<file path="src/rtl/div_seq.sv">
// Sequential 32-bit restoring divider, signed or unsigned, one quotient bit per cycle.
// Divide-by-zero and signed overflow bypass the iteration and complete on the start edge.
module div_seq (
    input  logic        clk,
    input  logic        rst_n,
    input  logic        start,
    input  logic        sign_mode,
    input  logic [31:0] In1,
    input  logic [31:0] In2,
    output logic        busy,
    output logic        done,
    output logic [31:0] Quotient,
    output logic [31:0] Remainder,
    output logic        DivZero,
    output logic        Overflow
);

    typedef enum logic [1:0] {
        IDLE = 2'd0,
        CALC = 2'd1,
        FIX  = 2'd2,
        DONE = 2'd3
    } state_t;

    state_t      state_q;
    logic [31:0] rem_q;
    logic [31:0] quo_q;
    logic [31:0] dvs_q;
    logic [4:0]  cnt_q;
    logic        qneg_q;
    logic        rneg_q;
    logic [31:0] quotient_q;
    logic [31:0] remainder_q;
    logic        divzero_q;
    logic        overflow_q;
    logic        done_q;

    logic        neg1_d;
    logic        neg2_d;
    logic [31:0] abs1_d;
    logic [31:0] abs2_d;
    logic        div0_d;
    logic        ovf_d;
    logic [32:0] shift_rem_d;
    logic [32:0] diff_d;
    logic [31:0] quo_fix_d;
    logic [31:0] rem_fix_d;

    // Magnitudes of the operands; 0x80000000 maps onto itself, which is the correct unsigned magnitude.
    assign neg1_d = sign_mode & In1[31];
    assign neg2_d = sign_mode & In2[31];
    assign abs1_d = neg1_d ? (~In1 + 32'd1) : In1;
    assign abs2_d = neg2_d ? (~In2 + 32'd1) : In2;
    assign div0_d = (In2 == 32'd0);
    assign ovf_d  = sign_mode && (In1 == 32'h8000_0000) && (In2 == 32'hFFFF_FFFF);

    // Partial remainder stays below the divisor, so the shifted value fits 33 bits and bit 32 of diff is its sign.
    assign shift_rem_d = {rem_q, quo_q[31]};
    assign diff_d      = shift_rem_d - {1'b0, dvs_q};

    assign quo_fix_d = qneg_q ? (~quo_q + 32'd1) : quo_q;
    assign rem_fix_d = rneg_q ? (~rem_q + 32'd1) : rem_q;

    always_ff @(posedge clk or negedge rst_n) begin
        if (!rst_n) begin
            state_q     <= IDLE;
            rem_q       <= 32'd0;
            quo_q       <= 32'd0;
            dvs_q       <= 32'd0;
            cnt_q       <= 5'd0;
            qneg_q      <= 1'b0;
            rneg_q      <= 1'b0;
            quotient_q  <= 32'd0;
            remainder_q <= 32'd0;
            divzero_q   <= 1'b0;
            overflow_q  <= 1'b0;
            done_q      <= 1'b0;
        end else begin
            done_q <= 1'b0;
            case (state_q)
                IDLE: begin
                    if (start) begin
                        divzero_q  <= 1'b0;
                        overflow_q <= 1'b0;
                        if (div0_d) begin
                            quotient_q  <= 32'hFFFF_FFFF;
                            remainder_q <= In1;
                            divzero_q   <= 1'b1;
                            done_q      <= 1'b1;
                            state_q     <= DONE;
                        end else if (ovf_d) begin
                            quotient_q  <= 32'h8000_0000;
                            remainder_q <= 32'd0;
                            overflow_q  <= 1'b1;
                            done_q      <= 1'b1;
                            state_q     <= DONE;
                        end else begin
                            rem_q   <= 32'd0;
                            quo_q   <= abs1_d;
                            dvs_q   <= abs2_d;
                            qneg_q  <= neg1_d ^ neg2_d;
                            rneg_q  <= neg1_d;
                            cnt_q   <= 5'd0;
                            state_q <= CALC;
                        end
                    end
                end
                CALC: begin
                    quo_q <= {quo_q[30:0], ~diff_d[32]};
                    rem_q <= diff_d[32] ? shift_rem_d[31:0] : diff_d[31:0];
                    cnt_q <= cnt_q + 5'd1;
                    if (cnt_q == 5'd31) begin
                        state_q <= FIX;
                    end
                end
                FIX: begin
                    quotient_q  <= quo_fix_d;
                    remainder_q <= rem_fix_d;
                    done_q      <= 1'b1;
                    state_q     <= DONE;
                end
                DONE: begin
                    state_q <= IDLE;
                end
                default: begin
                    state_q <= IDLE;
                end
            endcase
        end
    end

    assign busy      = (state_q != IDLE);
    assign done      = done_q;
    assign Quotient  = quotient_q;
    assign Remainder = remainder_q;
    assign DivZero   = divzero_q;
    assign Overflow  = overflow_q;

endmodule

</file>
<file path="config.mk">
export PLATFORM = sky130hd
export DESIGN_NAME = div_seq
export DESIGN_NICKNAME = d
export VERILOG_FILES = /design/src/rtl/div_seq.sv
export SDC_FILE = /design/constraint.sdc
export NUM_CORES = 1
export LEC_CHECK = 0
export CORE_MARGIN = 1.5
export CORE_UTILIZATION = 50
export CTS_BUF_LIST = sky130_fd_sc_hd__clkbuf_4 sky130_fd_sc_hd__clkbuf_8
export CTS_CLUSTER_SIZE = 28
export DETAILED_ROUTE_END_ITERATION = 6
export GPL_ROUTABILITY_DRIVEN = 0
export MAX_ROUTING_LAYER = met4
export PLACE_DENSITY = 0.72
export SYNTH_ARGS = -nofsm -noshare
export SYNTH_HDL_FRONTEND = slang
export SYNTH_SLANG_ARGS = --single-unit
</file>
<file path="constraint.sdc">
create_clock -name clk -period 3.6 [get_ports clk]
set_input_delay 0.72 -clock clk [delete_from_list [all_inputs] [get_ports clk]]
set_output_delay 0.72 -clock clk [all_outputs]
set_load 0.02 [all_outputs]
</file>
Yosys cells after proc, flatten, opt, wreduce, memory -nomap -nowiden. Index checks and enable logic that the tools add are counted. Widths: inputs -> output; s select.

Input bits: 68. Output and inout bits: 68. Register bits after elaboration: 172. Logic and storage cells: 87.

Reduce and logical (&&, ||, !) cells: 12. Equal/unequal tests: 11. Add/subtract/negate cells: 6. Muxes and demuxes: 36. Bitwise operators: 10.

Operators by type and width (count): $mux 32 (17); $pmux 32 s2 (4); $add 32x1->32 const B (4); $not 32->32 (4); $eq 32x32->1 const B (2); $sub 33x32->33 (1); $logic_not 32->1 (1); $mux 5 (3); $pmux 5 s2 (1); $mux 2 (4); $ne 2x2->1 const B (4); $pmux 2 s4 (1); $reduce_and 4->1 (2); $reduce_bool 2->1 (3); $add 5x1->5 const B (1); $eq 5x5->1 const B (1); $mux 1 (5); $eq 2x2->1 const B (2); $reduce_and 2->1 (2); $ne 3x3->1 const B (1); $not 1->1 (3); $reduce_and 3->1 (1); $and 1x1->1 (2); $eq 2x1->1 const B (1); other kinds (4) (5).

Logic depth before layout (Yosys ltp). Gate-level depths: netlist of the first run.

Depth in word-level cells: 7. Depth in mapped cells: 13. Gate-level depth less buffers: 12.

Least setup slack after synthesis of the first run. No wires, ideal clock.

Kind: in2reg. Start point: in In1[10]. End point: reg quo_q[17]. Buffers on the path: 3. Setup time: 0.133 ns. Slack: 0.492 ns. Arrival time: 2.975 ns. Cell stages on the path: 11. Data required time: 3.467 ns. Cells stage by stage: nor4_1 nand4_1 nand4bb_1 clkbuf_1 o31ai_2 o21ai_1 and2_1 buf_2 clkbuf_1 a22oi_1 o21ai_0.

Cells in the longest elaborated chain, start to end: 7. Elaborated cells on any way between the ends: 12. Classes of those cells: 1 x add/sub; 2 x eq/ne; 5 x mux; 1 x bitwise; 3 x reduce/logical.

Ends and longest elaborated chain: from (decl) (RTL line 8) `input logic [31:0] In1,`; $not 32->32 (RTL line 52) `assign abs1_d = neg1_d ? (~In1 + 32'd1) : In1;`; $add 32x1->32 (RTL line 52); $mux 32 (RTL line 52); $mux 32 (RTL line 91) `end else if (ovf_d) begin`; $mux 32 (RTL line 85) `if (div0_d) begin`; $mux 32 (RTL line 82) `if (start) begin`; $pmux 32 s2 (RTL line 80) `case (state_q)`; to (signal assigned) (RTL line 99) `quo_q <= abs1_d;`; to (signal assigned) (RTL line 109) `quo_q <= {quo_q[30:0], ~diff_d[32]};`; to (decl) (RTL line 27) `logic [31:0] quo_q;`.

Parallel ways exist; a longest one is shown, timed or not. The select of a mux whose other input is x is not followed. A chain may end at the register's enable or synchronous reset.

Worst setup path after layout of the first run.
Start point: in In2[1]. End point: reg quotient_q[29], in the netlist Quotient[29].

Cells in the longest elaborated chain, start to end: 4. Elaborated cells on any way between the ends: 8. Classes of those cells: 2 x eq/ne; 3 x mux; 3 x reduce/logical.

Ends and longest elaborated chain: from (decl) (RTL line 9) `input logic [31:0] In2,`; $eq 32x32->1 or $logic_not 32->1 (tied branches) (RTL line 55, 54); $logic_and 1x1->1 or $mux 32 (tied branches) (RTL line 55, 85); $ne 3x3->1 (no source line) or $mux 32 (tied branches); $reduce_and 3->1 (no source line) or $pmux 32 s2 (tied branches); to (signal assigned) (RTL line 117) `quotient_q <= quo_fix_d;`; to (decl) (RTL line 32) `logic [31:0] quotient_q;`.

Parallel ways exist; a longest one is shown, timed or not. The select of a mux whose other input is x is not followed.

==> flow_summary.ini, run 1 <==
[synth]
ys_seq_elements = 172
seq_area_frac_synth = 0.3637
synth_fp_nets = 1541
synth_area_sq_mm = 0.01184
synth_warnings = 0
syn_avg_cell_area_sq_um = 8.276
synth_cell_types = 65
synth_top_flop_cell = dfrtp_1
synth-edff-count = 0
postSynthCellCount = 1430
async_reset_ff_frac = 1.000

[sta]
final.setup.worst_slack_ns = 0.1599
setup_viol = 0
slew_viol_final = 0
hold_viol = 0
setup_tns_ns = 0
rsz0062_at_grt = no
max-slew-margin-rel = 0.2243
finalCritPeriodShare = 0.9556
finClkSkew_ns = 0.01158
worst_pin_slew_ns = 1.161
fin_crit_ns = 3.440
timing.hold.ws_ns = 0.2525
max_freq_mhz = 290.7

[clocking]
clock_path_buffers = 2
clkSinkCount = 172
root_buffer = clkbuf_8
htreeDepth = 4
cts_tree = yes
clk_pin_slew_ns = 0.09
cts_made_buffers = 17
clk_latency_ns = 0.48
cts_setup_buffers = 0

[run]
max-cap-violations = 0

[worst_setup_path]
critical_path_class = in2reg
arrival_ns = 3.81
r2r_start = quo_q[31]$_DFFE_PN0P_
startpoint_type = primary input
crit_chain = clkdlybuf4s50_1 -> inv_1 -> ha_1 -> nand2b_1 -> nor4b_1 -> buf_4 -> nand4_1 -> o31ai_2 -> nand3_1 -> a21boi_4 -> nor2_1 -> a22o_1
ff2ff_path_depth = 13
crit_fanout = 37
crit_path_top_delay_cell = a21boi_4
crit_path_end_kind = flop
worst_path_largest_cell_delay_ns = 0.92
crit_required_ns = 3.97
crit_start = In2[1]
ff2ff_setup_slack_ns = 0.22

[placement]
placedInstanceArea_sq_mm = 0.01442
dp_slack_ns = -0.2855
portBuffers = 135
hpwl_um = 25050

[final_layout]
drive_gt1_frac = 0.1135
fin_nets = 1737
final_core_util = 0.6357
diodes = 0
area_growth_pct = 25.32
final_area_sq_mm = 0.01483

[routing]
drt_iter0_markers = 602
drc = 0
vias_per_cell = 5.783
dr.pass1.iters = 5
wl_um = 32200
ant_nets = 0
wire_per_inst_um = 16.44
via_count = 11320

[global_routing]
antenna_found_initial = 0
busiest_layer = met2
grt_use_met3 = 0.04542
overflow = 0
met2_usage = 0.4625
use_met1 = 0.3434
grt_max_degree = 86
grt_pass1_vias = 10690
grt_usage = 0.2776
grt_pass1_wl_um = 52640

[die]
die_w_um = 156.9
start_util = 0.5072
top_level_ports = 136
die_y_um = 156.9
coreArea_sq_mm = 0.02333
dieArea_sq_mm = 0.02460
num_rows = 56

[pwr]
p_per_area_mw_per_mm2 = 779.5
vdd_drop_max_uv = 349.5
leakage_uw = 0.006521

[run_status]
outcome = finished, final reports clean

[min_path]
hold_class = in2async
==> layout by cell type, fill, tap and decap left out, drive strengths merged, types with 4 or more instances in the layout <==
| cell type | count |
|---|---|
| xnor2 | 80 |
| a22oi | 24 |
| a211oi | 25 |
| dfrtp | 172 |
| nand3 | 69 |
| nor3 | 21 |
| nor2b | 11 |
| xor2 | 64 |
| clkdlybuf4s50 | 134 |
| o31ai | 36 |
| a221oi | 30 |
| o211ai | 6 |
| inv | 60 |
| a21o | 28 |
| nand2b | 17 |
| or2 | 6 |
| or3 | 17 |
| a32oi | 12 |
| o21bai | 4 |
| a21oi | 96 |
| and3 | 5 |
| clkinv | 5 |
| ha | 42 |
| nand4 | 17 |
| o21a | 4 |
| a221o | 4 |
| buf | 129 |
| o41ai | 15 |
| clkbuf | 22 |
| or4 | 17 |
| nor4 | 8 |
| and2 | 5 |
| a31oi | 7 |
| nand2 | 143 |
| o21ai | 120 |
| nor2 | 142 |
| o311ai | 5 |
| a22o | 7 |
==> critical path: cells and delay by family <==
kind	cells	cell delay, ns
buffers and inverters	3	0.74
adder cells (fa/ha/maj)	1	0.19
AO/OA/AOI/OAI	3	1.37
AND/OR/NAND/NOR	5	0.80
==> power breakdown <==
group | internal (uW) | total [uW] | switching (uW)
clock network | 685 | 1410 | 723
logic | 2920 | 6780 | 3860
registers | 2700 | 3380 | 676
total | 6310 | 11600 | 5250
==> registers in the layout (all words and copies together), names as in the netlist <==
signal,flops
DivZero,1
Overflow,1
Quotient,32
Remainder,32
cnt_q,5
done,1
dvs_q,32
qneg_q,1
quo_q,32
rem_q,32
rneg_q,1
state_q,2
==> final timing paths <==
path                                              to
max in group asynchronous  Remainder[17]$_DFFE_PN0P_
min in group clk            Quotient[15]$_DFFE_PN0P_
min reg2reg                 Quotient[15]$_DFFE_PN0P_
min                         Quotient[10]$_DFFE_PN0P_
max                         Quotient[29]$_DFFE_PN0P_
max reg2reg                    rem_q[15]$_DFFE_PN0P_
==> metrics by stage <==
step	power (uW)	std cells
after floorplan	7734	1430
after global placement	9961	1926
after detailed placement	10150	1926
after CTS	11560	1958
after global routing	12460	1958
final	11560	1958
==> logic make-up (layout without fill, tap and decap cells) <==
| logic type | after synthesis | after routing | share of synthesized area |
|---|---|---|---|
| buffers and inverters | 146 | 355 | 0.04747 |
| flip-flops | 172 | 172 | 0.3637 |
| multiplexers | 2 | 2 | 0.001692 |
| AO/OA/AOI/OAI | 438 | 438 | 0.2428 |
| XOR/XNOR | 144 | 144 | 0.1066 |
| AND/OR/NAND/NOR | 485 | 485 | 0.1917 |
| adder cells (fa/ha/maj) | 43 | 43 | 0.04609 |
==> timing repair <==
action	in CTS	in global routing
hold buffers	0	0
gates resized for setup	0	2
endpoints found under the setup margin	0	20
==> final cells by class <==
class | instances | area [sq um]
Sequential cell | 172 | 4304
Timing Repair Buffer | 263 | 2476
Tap cell | 319 | 399.1
Multi-Input combinational cell | 1112 | 7022
Clock buffer | 22 | 290.3
Clock inverter | 10 | 115.1
Inverter | 60 | 225.2
Fill cell | 2064 | 8501
==> synthesized netlist by cell type (6+ instances only) <==
cell type | count | share of area
nor4_1 | 8 | 0.0042
nand2_1 | 143 | 0.045
a22o_1 | 7 | 0.0052
xnor2_1 | 80 | 0.059
a21o_1 | 28 | 0.018
buf_2 | 7 | 0.0030
nand4_1 | 17 | 0.0090
clkbuf_1 | 72 | 0.023
o41ai_1 | 14 | 0.010
a211oi_1 | 25 | 0.016
nor2_1 | 142 | 0.045
dfrtp_1 | 172 | 0.36
a22oi_1 | 24 | 0.015
o21ai_1 | 7 | 0.0030
a221oi_1 | 30 | 0.022
a21oi_1 | 95 | 0.040
o211ai_1 | 6 | 0.0038
o21ai_0 | 113 | 0.048
nor3_1 | 21 | 0.0089
nor2b_1 | 11 | 0.0058
xor2_1 | 64 | 0.047
nand3_1 | 69 | 0.029
or3_1 | 14 | 0.0074
a32oi_1 | 12 | 0.0089
o31ai_1 | 33 | 0.021
ha_1 | 42 | 0.044
a31oi_1 | 7 | 0.0037
nand2b_1 | 17 | 0.0090
inv_1 | 60 | 0.019
or4_1 | 16 | 0.010
==> metal layers <==
metal  wire [um]  part of all wire
met5           0                 0
met4         699             0.022
met2       15690              0.49
met1       14050              0.44
met3        1759             0.055
No activity file was read; power rests on OpenSTA's default activity.
==> run 2, diff against run 1 <==
--- a/config.mk
+++ b/config.mk
@@ -6,13 +6,14 @@
 export NUM_CORES = 1
 export LEC_CHECK = 0
 export CORE_MARGIN = 1.5
-export CORE_UTILIZATION = 50
+export CORE_UTILIZATION = 45
 export CTS_BUF_LIST = sky130_fd_sc_hd__clkbuf_4 sky130_fd_sc_hd__clkbuf_8
+export CTS_CLUSTER_DIAMETER = 80
 export CTS_CLUSTER_SIZE = 28
 export DETAILED_ROUTE_END_ITERATION = 6
 export GPL_ROUTABILITY_DRIVEN = 0
 export MAX_ROUTING_LAYER = met4
-export PLACE_DENSITY = 0.72
+export PLACE_DENSITY = 0.66
 export SYNTH_ARGS = -nofsm -noshare
 export SYNTH_HDL_FRONTEND = slang
 export SYNTH_SLANG_ARGS = --single-unit
==> run 2 against run 1 <==
Clock skew up 0.0040 ns. Setup slack better by 0.11 ns. Register-to-register slack better by 0.05 ns. Largest cell class unchanged. Largest power group unchanged.
==> flow_summary.ini, run 2 (same netlist as run 1, synthesis figures left out) <==
[worst_setup_path]
startpoint_type = flop
r2r-end = rem_q[15]$_DFFE_PN0P_
critical_path_class = reg2reg
crit_required_ns = 4.01
cp_top_family = compound AO/OA/AOI/OAI gates
crit_start = quo_q[31]$_DFFE_PN0P_
crit_fanout = 16
r2r_start = quo_q[31]$_DFFE_PN0P_
arrival_ns = 3.74
crit_path_end_kind = flop
ff2ff_setup_slack_ns = 0.27
ff2ff_path_depth = 13
crit_chain = inv_1 -> ha_1 -> fa_1 -> nand2b_1 -> a21oi_1 -> o31ai_1 -> o21ba_2 -> a31oi_2 -> o21ai_1 -> xor2_2 -> buf_12 -> or4_1 -> nand3_1
worst_path_largest_cell_delay_ns = 0.50
cp_num_buf_inv = 2
crit_path_top_delay_cell = or4_1

[routing]
drc = 0
drt_iter0_markers = 779
ant_nets = 0
via_count = 11120
dr.pass1.iters = 5
wl_um = 32570
vias_per_cell = 5.634
wire_per_inst_um = 16.51

[final_layout]
layout_common_cells = dfrtp_1 (172), nand2_1 (143), nor2_1 (140)
multi_input_area_sq_mm = 0.007033
diodes = 0
area_growth_pct = 26.20
fin_nets = 1737
final_area_sq_mm = 0.01494
final_common_cell = dfrtp_1
regArea_sq_mm = 0.004304
drive_gt1_frac = 0.1136
fillers = 2373

[pwr]
switching_share = 0.4472
p_int_uw = 6480
leakage_uw = 0.006564
vdd_drop_max_uv = 423.4
p_per_area_mw_per_mm2 = 784.9
share_seq_of_total_power = 0.288
p_clk_frac = 0.131
comb_power_share = 0.581
p_sw_uw = 5243

[global_routing]
busiest_layer = met2
use_met1 = 0.3176
grt_max_degree = 69
grt_pass1_wl_um = 52920
grt_usage = 0.2540
antenna_found_initial = 0
met2_usage = 0.4268
grt_pass1_vias = 10450
overflow = 0
grt_use_met3 = 0.03472

[clocking]
cts_setup_buffers = 0
cts_tree = yes
clkSinkCount = 172
root_buffer = clkbuf_8
cts_made_buffers = 17
clock_path_buffers = 2
htreeDepth = 4
cts-hold-fix-buffers = 0
post_cts_resized = 0
clk_latency_ns = 0.47
clk_pin_slew_ns = 0.09

[die]
die_y_um = 165.2
coreArea_sq_mm = 0.02591
dieArea_sq_mm = 0.02728
top_level_ports = 136
die_w_um = 165.2
start_util = 0.4568
num_rows = 59

[sta]
slew_viol_final = 0
fin_crit_ns = 3.334
worst_pin_slew_ns = 1.078
finalCritPeriodShare = 0.9260
setup_tns_ns = 0
setup_viol = 0
hold_viol = 0
finClkSkew_ns = 0.01558
rsz0062_at_grt = no
max-slew-margin-rel = 0.2794
max_freq_mhz = 300.0

[placement]
portBuffers = 135
hpwl_um = 25410
placedInstanceArea_sq_mm = 0.01448

[run_status]
outcome = finished, final reports clean

[min_path]
hold_class = in2async

[run]
max-cap-violations = 0
[run 2: changes by cell type in the layout (fill, tap and decap cells not counted), sizes merged]
cell      before  now
bufinv         2    4
clkinvlp       3    1
clkbuf        22   21
clkinv         5    4
inv           60   61
[run 2: power groups by stage]
stage	Clock, uW	Combinational [uW]	Sequential (uW)
5_1_grt	1630	7580	3500
3_3_place_gp	0	6700	3390
6_report	1530	6810	3370
4_1_cts	1550	6820	3370
2_1_floorplan	0	4140	3600
3_5_place_dp	0	6800	3410
[run 2: through the flow]
stage,setup WS [ns],instances,utilization,hold WS (ns),total power [uW]
after floorplan,0.4920,1430,-,0.4244,7734
after global placement,-0.1194,1942,0.5589,0.4603,10080
after detailed placement,-0.1824,1942,0.5589,0.4667,10210
after CTS,0.08991,1973,0.5759,0.2636,11750
after global routing,0.04054,1973,0.5764,0.2810,12710
final,0.2663,1973,0.5764,0.2291,11720
[run 2: worst max path at each step]
stage | slack, ns | to | cells past startpoint
2_1_floorplan | 0.49 | quo_q[17]$_DFFE_PN0P_ | 11
3_3_place_gp | -0.12 | Remainder[31]$_DFFE_PN0P_ | 10
3_5_place_dp | -0.18 | Quotient[17]$_DFFE_PN0P_ | 13
4_1_cts | 0.09 | rem_q[15]$_DFFE_PN0P_ | 13
5_1_grt | 0.04 | rem_q[15]$_DFFE_PN0P_ | 13
6_report | 0.27 | rem_q[15]$_DFFE_PN0P_ | 13
[run 2: cell type report]
type	count	area share
Clock buffer	21	0.01851
Clock inverter	10	0.01097
Timing Repair Buffer	263	0.1683
Sequential cell	172	0.2882
Multi-Input combinational cell	1112	0.4709
Inverter	60	0.01508
Tap cell	335	0.02806
[run 2: worst register-to-register path: stages, from the launching register on]
cell	delay, ns
dfrtp_1	0.35
inv_1	0.12
ha_1	0.27
fa_1	0.39
nand2b_1	0.18
a21oi_1	0.20
o31ai_1	0.14
o21ba_2	0.24
a31oi_2	0.25
o21ai_1	0.19
xor2_2	0.19
buf_12	0.18
or4_1	0.50
nand3_1	0.08
[run 2: metal layers]
metal	share of wire	vias up	routed length (um)
li1	-	5566	-
met1	0.45	5224	14660
met2	0.48	276	15680
met3	0.045	49	1458
met4	0.024	0	766
met5	0	-	0
